**src/rtl/cp0_trap_seq.sv**
```systemverilog
// Trap/ERET sequencer: arbitrates exception requests, stalls the core and issues the ordered
// EPC -> Cause -> Status CP0 writes before redirecting the PC. Optional IRQ inputs: CP0_TRAP_IRQ_EN.
module cp0_trap_seq #(
    parameter logic [31:0] VECTOR = 32'h0040_0004,
    parameter int          CNT_W  = 16,
    parameter int          IRQ_W  = 8
) (
    input  logic             clk,
    input  logic             rst,
    input  logic             exc_syscall,
    input  logic             exc_break,
    input  logic             exc_teq,
    input  logic             eret_req,
`ifdef CP0_TRAP_IRQ_EN
    input  logic [IRQ_W-1:0] irq,
`endif
    input  logic [31:0]      pc_in,
    input  logic [31:0]      status_in,
    input  logic [31:0]      epc_in,
    output logic             stall,
    output logic             cp0_we,
    output logic [4:0]       cp0_waddr,
    output logic [31:0]      cp0_wdata,
    output logic             pc_redirect,
    output logic [31:0]      redirect_pc,
    output logic             busy,
    output logic [CNT_W-1:0] trap_cnt
);

    typedef enum logic [2:0] {
        IDLE, T_EPC, T_CAUSE, T_STAT, T_JMP, E_STAT, E_JMP
    } state_t;

    localparam logic [4:0] CODE_SYS = 5'd8;
    localparam logic [4:0] CODE_BRK = 5'd9;
    localparam logic [4:0] CODE_TEQ = 5'd13;
    localparam logic [4:0] CODE_IRQ = 5'd0;

    state_t           state_q, state_d;
    logic [31:0]      pc_lat_q, pc_lat_d;
    logic [4:0]       code_q, code_d;
    logic [CNT_W-1:0] trap_cnt_q, trap_cnt_d;
    logic             cp0_we_q, cp0_we_d;
    logic [4:0]       cp0_waddr_q, cp0_waddr_d;
    logic [31:0]      cp0_wdata_q, cp0_wdata_d;
    logic             pc_redirect_q, pc_redirect_d;
    logic [31:0]      redirect_pc_q, redirect_pc_d;
    logic             busy_q, busy_d;

    logic irq_hit;
    logic sys_en, brk_en, teq_en, take;

`ifdef CP0_TRAP_IRQ_EN
    assign irq_hit = |(irq & status_in[8+IRQ_W-1:8]);
`else
    assign irq_hit = 1'b0;
`endif

    assign sys_en = status_in[1] & exc_syscall;
    assign brk_en = status_in[2] & exc_break;
    assign teq_en = status_in[3] & exc_teq;
    assign take   = status_in[0] & (sys_en | brk_en | teq_en | irq_hit);

    // Next state plus the registered output values belonging to that next state.
    always_comb begin
        state_d       = state_q;
        pc_lat_d      = pc_lat_q;
        code_d        = code_q;
        trap_cnt_d    = trap_cnt_q;
        cp0_we_d      = 1'b0;
        cp0_waddr_d   = 5'd0;
        cp0_wdata_d   = 32'd0;
        pc_redirect_d = 1'b0;
        redirect_pc_d = 32'd0;

        case (state_q)
            IDLE: begin
                if (take) begin
                    state_d    = T_EPC;
                    pc_lat_d   = pc_in;
                    trap_cnt_d = trap_cnt_q + {{(CNT_W-1){1'b0}}, 1'b1};
                    if (sys_en)      code_d = CODE_SYS;
                    else if (brk_en) code_d = CODE_BRK;
                    else if (teq_en) code_d = CODE_TEQ;
                    else             code_d = CODE_IRQ;
                end else if (eret_req) begin
                    state_d = E_STAT;
                end
            end
            T_EPC:   state_d = T_CAUSE;
            T_CAUSE: state_d = T_STAT;
            T_STAT:  state_d = T_JMP;
            T_JMP:   state_d = IDLE;
            E_STAT:  state_d = E_JMP;
            E_JMP:   state_d = IDLE;
            default: state_d = IDLE;
        endcase

        // The core is frozen throughout, so status_in/epc_in sampled one cycle early are stable.
        case (state_d)
            T_EPC: begin
                cp0_we_d    = 1'b1;
                cp0_waddr_d = 5'd14;
                cp0_wdata_d = pc_lat_d;
            end
            T_CAUSE: begin
                cp0_we_d    = 1'b1;
                cp0_waddr_d = 5'd13;
                cp0_wdata_d = {25'd0, code_d, 2'b00};
            end
            T_STAT: begin
                cp0_we_d    = 1'b1;
                cp0_waddr_d = 5'd12;
                cp0_wdata_d = status_in << 5;
            end
            T_JMP: begin
                pc_redirect_d = 1'b1;
                redirect_pc_d = VECTOR;
            end
            E_STAT: begin
                cp0_we_d    = 1'b1;
                cp0_waddr_d = 5'd12;
                cp0_wdata_d = status_in >> 5;
            end
            E_JMP: begin
                pc_redirect_d = 1'b1;
                redirect_pc_d = epc_in;
            end
            default: ;
        endcase

        busy_d = (state_d != IDLE);
    end

    always_ff @(posedge clk) begin
        if (rst) begin
            state_q       <= IDLE;
            pc_lat_q      <= 32'd0;
            code_q        <= 5'd0;
            trap_cnt_q    <= '0;
            cp0_we_q      <= 1'b0;
            cp0_waddr_q   <= 5'd0;
            cp0_wdata_q   <= 32'd0;
            pc_redirect_q <= 1'b0;
            redirect_pc_q <= 32'd0;
            busy_q        <= 1'b0;
        end else begin
            state_q       <= state_d;
            pc_lat_q      <= pc_lat_d;
            code_q        <= code_d;
            trap_cnt_q    <= trap_cnt_d;
            cp0_we_q      <= cp0_we_d;
            cp0_waddr_q   <= cp0_waddr_d;
            cp0_wdata_q   <= cp0_wdata_d;
            pc_redirect_q <= pc_redirect_d;
            redirect_pc_q <= redirect_pc_d;
            busy_q        <= busy_d;
        end
    end

    // The accepting instruction must be held in the very cycle it is seen.
    assign stall       = busy_q | (~rst & (state_q == IDLE) & (take | eret_req));
    assign cp0_we      = cp0_we_q;
    assign cp0_waddr   = cp0_waddr_q;
    assign cp0_wdata   = cp0_wdata_q;
    assign pc_redirect = pc_redirect_q;
    assign redirect_pc = redirect_pc_q;
    assign busy        = busy_q;
    assign trap_cnt    = trap_cnt_q;

endmodule
```
**config.mk**
```make
export PLATFORM = sky130hd
export DESIGN_NAME = cp0_trap_seq
export DESIGN_NICKNAME = d
export VERILOG_FILES = /design/src/rtl/cp0_trap_seq.sv
export SDC_FILE = /design/constraint.sdc
export NUM_CORES = 1
export LEC_CHECK = 0
export CAP_MARGIN = 5
export CORE_MARGIN = 2
export CORE_UTILIZATION = 37
export DETAILED_ROUTE_END_ITERATION = 10
export PLACE_DENSITY = 0.78
export SYNTH_ARGS = -nofsm -noshare
export SYNTH_HDL_FRONTEND = slang
export SYNTH_SLANG_ARGS = --single-unit
```
**constraint.sdc**
```tcl
create_clock -name clk -period 3.1 [get_ports clk]
set_clock_uncertainty 0.2 [all_clocks]
set_input_delay 0.62 -clock clk [delete_from_list [all_inputs] [get_ports clk]]
set_output_delay 0.62 -clock clk [all_outputs]
set_load 0.1 [all_outputs]
```
==> results.py, run 1 <==
metrics = {
    "finish": {
        "syn2layout_area_growth_pct": 63.3,
        "fillers": 721,
        "stdcell_count": 648,
        "nets": 638,
        "antennaDiodeCount": 0,
        "drive_gt1_share_pct": 23.7,
        "final_common_cell": "buf_4",
        "final_util_pct": 62.4,
        "final_cell_mix": "buf_4, clkdlybuf4s50_1, dfxtp_1",
    },
    "floorplanning": {
        "ioPinCount": 191,
        "die_x_um": 98.9,
        "coreArea_sq_mm": 0.00872,
        "rows": 34,
        "start_util_pct": 38.2,
        "dieHeight_um": 98.9,
        "die_area_sq_mm": 0.00977,
    },
    "critical_path": {
        "cp.arrival_ns": 2.21,
        "setup.worst_path.start_class": "input port",
        "end_kind": "primary output",
        "worstPathRequired_ns": 2.28,
        "cp_slowest_cell": "or4b_4",
        "cp_max_fo": 4,
        "critPathKind": "input port to primary output",
        "cpPeakStageDelay_ns": 0.52,
        "crit_path_cell_trace": "clkdlybuf4s50_1, or4b_4, nor2_4, nor2_2, o21bai_4, buf_12",
    },
    "global_routing": {
        "grt_pass1_vias": 3167,
        "antenna_found_initial": 0,
        "grt_max_degree": 39,
        "grt_overflow_total": 0,
        "groute.usage.overall_pct": 20.5,
        "grt_pass1_wl_um": 16100,
    },
    "timing": {
        "maxSlewHeadroom_pct": 35.8,
        "hold_viol": 0,
        "rsz0062_at_grt": "no",
        "finalWorstSetupSlack_ns": 0.0714,
        "max_freq_mhz": 330,
        "drv_slew": 0,
        "worst_pin_slew_ns": 0.963,
        "fin_crit_ns": 3.03,
        "period_share_pct": 97.7,
        "setup_viol": 0,
    },
    "yosys": {
        "ys_seq_elements": 93,
        "avgSynthCellArea_sq_um": 9.49,
        "ys_seq_area_share_pct": 55.9,
        "ys_types": 39,
        "syn_area_sq_mm": 0.00333,
        "syn_inst": 351,
        "yosys_warnings": 0,
        "syn_nets": 454,
    },
    "clocking": {
        "path_clk_slew_ns": 0.09,
        "ctsHtreeMaxLevel": 3,
        "cts-root-buf": "clkbuf_8",
        "cts.sinks": 93,
        "clockBufferDepth": 2,
        "numCtsBuffers": 9,
        "cts_hold_buf": 0,
        "clkLatencyLatePin_ns": 0.34,
        "cts_tree": "built",
    },
    "power_and_ir_drop": {
        "p_per_area_mw_per_mm2": 607,
        "power.ir.vdd_worst_v": 0.000279,
        "p_leak_nw": 2.22,
    },
    "placed_design": {
        "finalWeightedCongestion": 0.841,
        "hpwl_um": 7760,
        "portBuffers": 189,
        "dp_cells": 631,
        "pre_cts_slack_ns": -0.0482,
    },
    "worst_hold_path": {
        "hold_class": "flip-flop to flip-flop",
    },
    "routing": {
        "vias": 3259,
        "wirelength_um": 10300,
        "firstDrtPassIters": 10,
        "vias_per_cell": 5.03,
        "ant_nets": 0,
        "wl_per_cell_um": 15.9,
        "drc": 0,
        "drt-initial-drc-count": 200,
    },
    "job": {
        "drv_cap": 0,
    },
    "run_status": {
        "outcome": "finished, final reports clean",
    },
}
-- layout make-up --
cell class	instances	area, sq um	share of cell area (%)
flip-flops and latches	93	1860	34.2
repair buffers	208	1850	34.1
multi-input cells	218	1350	24.7
clock buffers	11	141	2.60
well taps	108	135	2.49
clock inverters	5	83.8	1.54
inverters	5	18.8	0.345
-- worst max-delay path, delay by kind of cell --
kind                   cells  cell delay [ns]
AO/OA/AOI/OAI              1             0.16
AND/OR/NAND/NOR            3             0.72
buffers and inverters      2             0.70
-- synthesized netlist by cell type --
cell      instances  area share, %
dfxtp_1          93             56
nand2_1          29            3.3
nand2b_1          4           0.75
or3_1             6            1.1
ha_1              1           0.38
clkbuf_2          1           0.15
nor3b_1           4           0.90
o211ai_1          1           0.23
a31oi_1           4           0.75
and3_1            3           0.56
o31ai_1           5            1.1
o21bai_1          1           0.23
a21oi_1          24            3.6
or4b_1            1           0.30
buf_2             3           0.45
conb_1            1           0.11
a221oi_1          1           0.26
buf_1             1           0.11
nor3_1            2           0.30
o21ai_0           5           0.75
and4_1            1           0.26
nor4b_1           3           0.79
and2_1           32            6.0
o21a_1            1           0.23
xnor2_1           7            1.8
clkbuf_1         27            3.0
nand3b_1          2           0.45
nand3_1           6           0.90
inv_1             5           0.56
a22oi_1           2           0.45
or4_1             5            1.1
xor2_1            1           0.26
o22ai_1           1           0.19
buf_4             3           0.68
nand4_1           1           0.19
nor2b_1           2           0.38
nor4_1            3           0.56
a222oi_1         22            6.6
nor2_1           37            4.2
-- worst paths after layout --
kind	start	endpoint	slack [ns]	depth (start not counted)
worst max-delay path	status_in[0]	stall	0.07	6
worst min-delay path	code_q[3]	code_q[3]	0.27	2
worst max register to register	state_q[0]	trap_cnt[14]	0.60	5
worst min register to register	code_q[3]	code_q[3]	0.27	2
-- logic make-up after synthesis --
group                    count (synthesis)  synth area share (%)
AND/OR/NAND/NOR                        141                  22.1
flip-flops                              93                  55.9
AO/OA/AOI/OAI                           67                  14.4
buffers and inverters                   40                  5.00
XOR/XNOR                                 8                  2.10
adder cells (fa/ha/maj)                  1                 0.376
other                                    1                 0.113
-- flip-flops by register name, summed over array words and instances, names as in the netlist --
name	flops
busy	1
code_q	5
cp0_waddr	3
cp0_wdata	32
pc_redirect	1
redirect_pc	32
state_q	3
trap_cnt	16
-- per-stage QoR --
| step | power, mW | area [sq um] | hold WS, ns | setup TNS [ns] |
|---|---|---|---|---|
| after global placement | 2.42 | 5190 | 0.246 | 0 |
| after detailed placement | 2.43 | 5190 | 0.252 | -0.0482 |
| after CTS | 3.33 | 5430 | 0.274 | 0 |
| after floorplan | 2.08 | 3340 | 0.232 | 0 |
| final | 3.30 | 5440 | 0.267 | 0 |
| after global routing | 3.45 | 5440 | 0.304 | 0 |
-- what timing repair did --
item / CTS / global route
pin swaps: 0 / 1
endpoints found under the hold margin: 0 / 0
resized for setup: 2 / 1
buffers inserted: 0 / 1
setup endpoints to repair: 1 / 1
-- layer usage --
| metal | share of wire [%] | routed length [um] | track usage (%) |
|---|---|---|---|
| met5 | 0 | 0 | 0 |
| met4 | 1.7 | 174 | 7.06 |
| met3 | 8.1 | 834 | 5.74 |
| met2 | 50 | 5130 | 33.8 |
| met1 | 40 | 4150 | 25.7 |
-- where the power goes --
group,switching [mW],internal (mW)
registers,0.0331,1.26
logic,0.766,0.352
clock network,0.408,0.478
(Power assumes the default switching activity.)
==> inputs of run 2 (changes only) <==
--- a/config.mk
+++ b/config.mk
@@ -5,11 +5,13 @@
 export SDC_FILE = /design/constraint.sdc
 export NUM_CORES = 1
 export LEC_CHECK = 0
+export ABC_AREA = 1
 export CAP_MARGIN = 5
 export CORE_MARGIN = 2
-export CORE_UTILIZATION = 37
+export CORE_UTILIZATION = 40
+export CTS_CLUSTER_SIZE = 20
 export DETAILED_ROUTE_END_ITERATION = 10
-export PLACE_DENSITY = 0.78
+export PLACE_DENSITY = 0.79
 export SYNTH_ARGS = -nofsm -noshare
 export SYNTH_HDL_FRONTEND = slang
 export SYNTH_SLANG_ARGS = --single-unit
==> run 2 against run 1 <==
Net effect:
- fmax up 7.7%
- worst setup slack better by 0.22 ns
- combinational power rose by 13%
- clock power is 12% lower
- hold slack lost 0.0054 ns
- critical endpoint unchanged
- largest power group unchanged
==> results.py, run 2 <==
metrics = {
    "run_status": {
        "outcome": "finished, final reports clean",
    },
    "finish": {
        "stdcell_count": 854,
        "drive_gt1_share_pct": 18.6,
        "fillers": 901,
        "final_common_cell": "nand2_1",
        "final_cell_mix": "nand2_1, clkdlybuf4s50_1, buf_4",
        "fin_area_sq_mm": 0.00582,
        "nets": 819,
        "antennaDiodeCount": 0,
        "regArea_sq_mm": 0.00186,
        "multi_input_area_sq_mm": 0.00171,
        "syn2layout_area_growth_pct": 47.0,
    },
    "placed_design": {
        "finalWeightedCongestion": 0.940,
        "hpwl_um": 8920,
        "dp_cells": 838,
        "portBuffers": 189,
        "pre_cts_slack_ns": 0.144,
        "placed_cell_area_sq_mm": 0.00564,
    },
    "critical_path": {
        "path_delay_family": "buffers and inverters",
        "critPathKind": "input port to primary output",
        "end_kind": "primary output",
        "cp.arrival_ns": 1.99,
        "setup.worst_path.start_class": "input port",
        "cpPeakStageDelay_ns": 0.47,
        "path_buf_inv": 2,
        "cp_max_fo": 3,
        "cp_slowest_cell": "clkdlybuf4s50_1",
        "crit_path_cell_trace": "clkdlybuf4s50_1, nand2_1, nand3_1, nand2_2, nor2_8, nor2_1, o21bai_2, buf_12",
        "worstPathRequired_ns": 2.28,
    },
    "yosys": {
        "synthTopCellsByArea": "dfxtp_1, nand2_1, nand3_1, nor2_1, inv_1",
        "synth_area_leader_cell": "dfxtp_1",
        "synth.most_common_cell": "nand2_1",
        "syn_nets": 647,
        "synthTopCellsByCount": "nand2_1, dfxtp_1, nor2_1",
        "ys_seq_area_share_pct": 47.0,
        "ys_types": 29,
        "ys.flop_type": "dfxtp_1",
        "synth-edff-count": 0,
        "syn_inst": 544,
        "syn_area_sq_mm": 0.00396,
        "ys_seq_elements": 93,
        "synth-async-reset-ratio_pct": 0,
        "avgSynthCellArea_sq_um": 7.28,
        "synth_top_area_share_pct": 47.0,
        "yosys_warnings": 0,
    },
    "floorplanning": {
        "start_util_pct": 40.9,
        "coreArea_sq_mm": 0.00968,
        "dieHeight_um": 104,
        "die_area_sq_mm": 0.0107,
        "die_x_um": 104,
        "rows": 36,
        "ioPinCount": 191,
    },
    "global_routing": {
        "grt_overflow_total": 0,
        "grt_pass1_vias": 3932,
        "grt_max_degree": 58,
        "grt_util_met3_pct": 5.10,
        "antenna_found_initial": 0,
        "grt_pass1_wl_um": 19700,
        "grtUsageMet1_pct": 27.4,
        "groute.usage.overall_pct": 22.5,
        "grt-busiest-layer": "met2",
        "use_met2_pct": 39.1,
    },
    "clocking": {
        "numCtsBuffers": 9,
        "cts_tree": "built",
        "cts-root-buf": "clkbuf_8",
        "ctsHtreeMaxLevel": 3,
        "cts_resized": 0,
        "clockBufferDepth": 2,
        "cts.sinks": 93,
        "path_clk_slew_ns": 0.10,
        "post_cts_buffers": 0,
        "clkLatencyLatePin_ns": 0.35,
        "cts_hold_buf": 0,
    },
    "routing": {
        "ant_nets": 0,
        "firstDrtPassIters": 5,
        "wirelength_um": 11900,
        "vias_per_cell": 4.86,
        "drt-initial-drc-count": 193,
        "wl_per_cell_um": 13.9,
        "vias": 4151,
        "drc": 0,
    },
    "timing": {
        "max_freq_mhz": 356,
        "fin_crit_ns": 2.81,
        "setup_viol": 0,
        "period_share_pct": 90.7,
        "finalWorstSetupSlack_ns": 0.288,
        "fin_setup_tns_ns": 0,
        "maxSlewHeadroom_pct": 55.2,
        "hold_viol": 0,
        "drv_slew": 0,
        "rsz0062_at_grt": "no",
        "worst_pin_slew_ns": 0.673,
    },
    "power_and_ir_drop": {
        "p_leak_nw": 2.67,
        "p_per_area_mw_per_mm2": 577,
        "power.ir.vdd_worst_v": 0.000310,
    },
    "job": {
        "drv_cap": 0,
    },
    "worst_hold_path": {
        "hold_class": "flip-flop to flip-flop",
    },
}
==> run 2: cell count changes after synthesis, sizes merged, moves of 5 or more <==
cell / delta
nand4: +14
clkbuf: -17
xnor2: -7
or3: -6
and2: -32
a222oi: -22
inv: +37
nor2: +32
nand3: +58
or4: -5
nand2: +155
buf: +17
o31ai: -5
==> run 2: kinds of logic (layout without fill, tap and decap cells) <==
kind of cell	Yosys count	in the layout	synth area share, %
xor gates and xnor gates	1	1	0.221
adders and majority gates	1	1	0.316
and+or+nand+nor	332	332	36.8
DFF	93	93	47.0
other	1	1	0.0947
AOI/OAI and AO/OA	38	38	5.59
buffers and inverters	78	255	9.95
==> run 2: area by class of cell <==
class                           instances  area share [%]
Multi-Input combinational cell        373            29.3
Tap cell                              133            2.86
Clock inverter                          7            1.12
Sequential cell                        93            32.0
Clock buffer                            9            2.13
Inverter                               43            2.77
Timing Repair Buffer                  196            29.8
==> run 2: power breakdown <==
group / switching (mW) / internal, mW
sequential: 0.0458 / 1.28
clock: 0.472 / 0.311
combinational: 0.916 / 0.341
==> run 2: worst paths after layout <==
path                startpoint           to  slack, ns  depth (start not counted)
setup / recovery  status_in[3]        stall       0.29                          8
hold / removal       code_q[1]    code_q[1]       0.26                          2
setup reg to reg    state_q[0]  trap_cnt[0]       0.88                          7
hold reg to reg      code_q[1]    code_q[1]       0.26                          2
==> run 2: worst reg2reg max path, cell delays in order, from the launching register on <==
cell	delay, ns
dfxtp_1	0.44
nor2_8	0.17
nand2_4	0.09
nor2_8	0.11
buf_4	0.55
inv_2	0.28
o21ai_0	0.21
a21oi_1	0.06
==> run 2: stage by stage <==
stage          power [mW]  util, %  hold slack (ns)
2_1_floorplan        2.31        -            0.217
3_3_place_gp         2.60     58.2            0.238
3_5_place_dp         2.61     58.2            0.243
4_1_cts              3.39     60.1            0.258
5_1_grt              3.51     60.1            0.275
6_report             3.36     60.1            0.262
==> run 2: layer usage <==
layer / wire length [um] / share of wire (%)
met1: 4900 / 41
met2: 5880 / 49
met3: 907 / 7.6
met4: 212 / 1.8
met5: 0 / 0
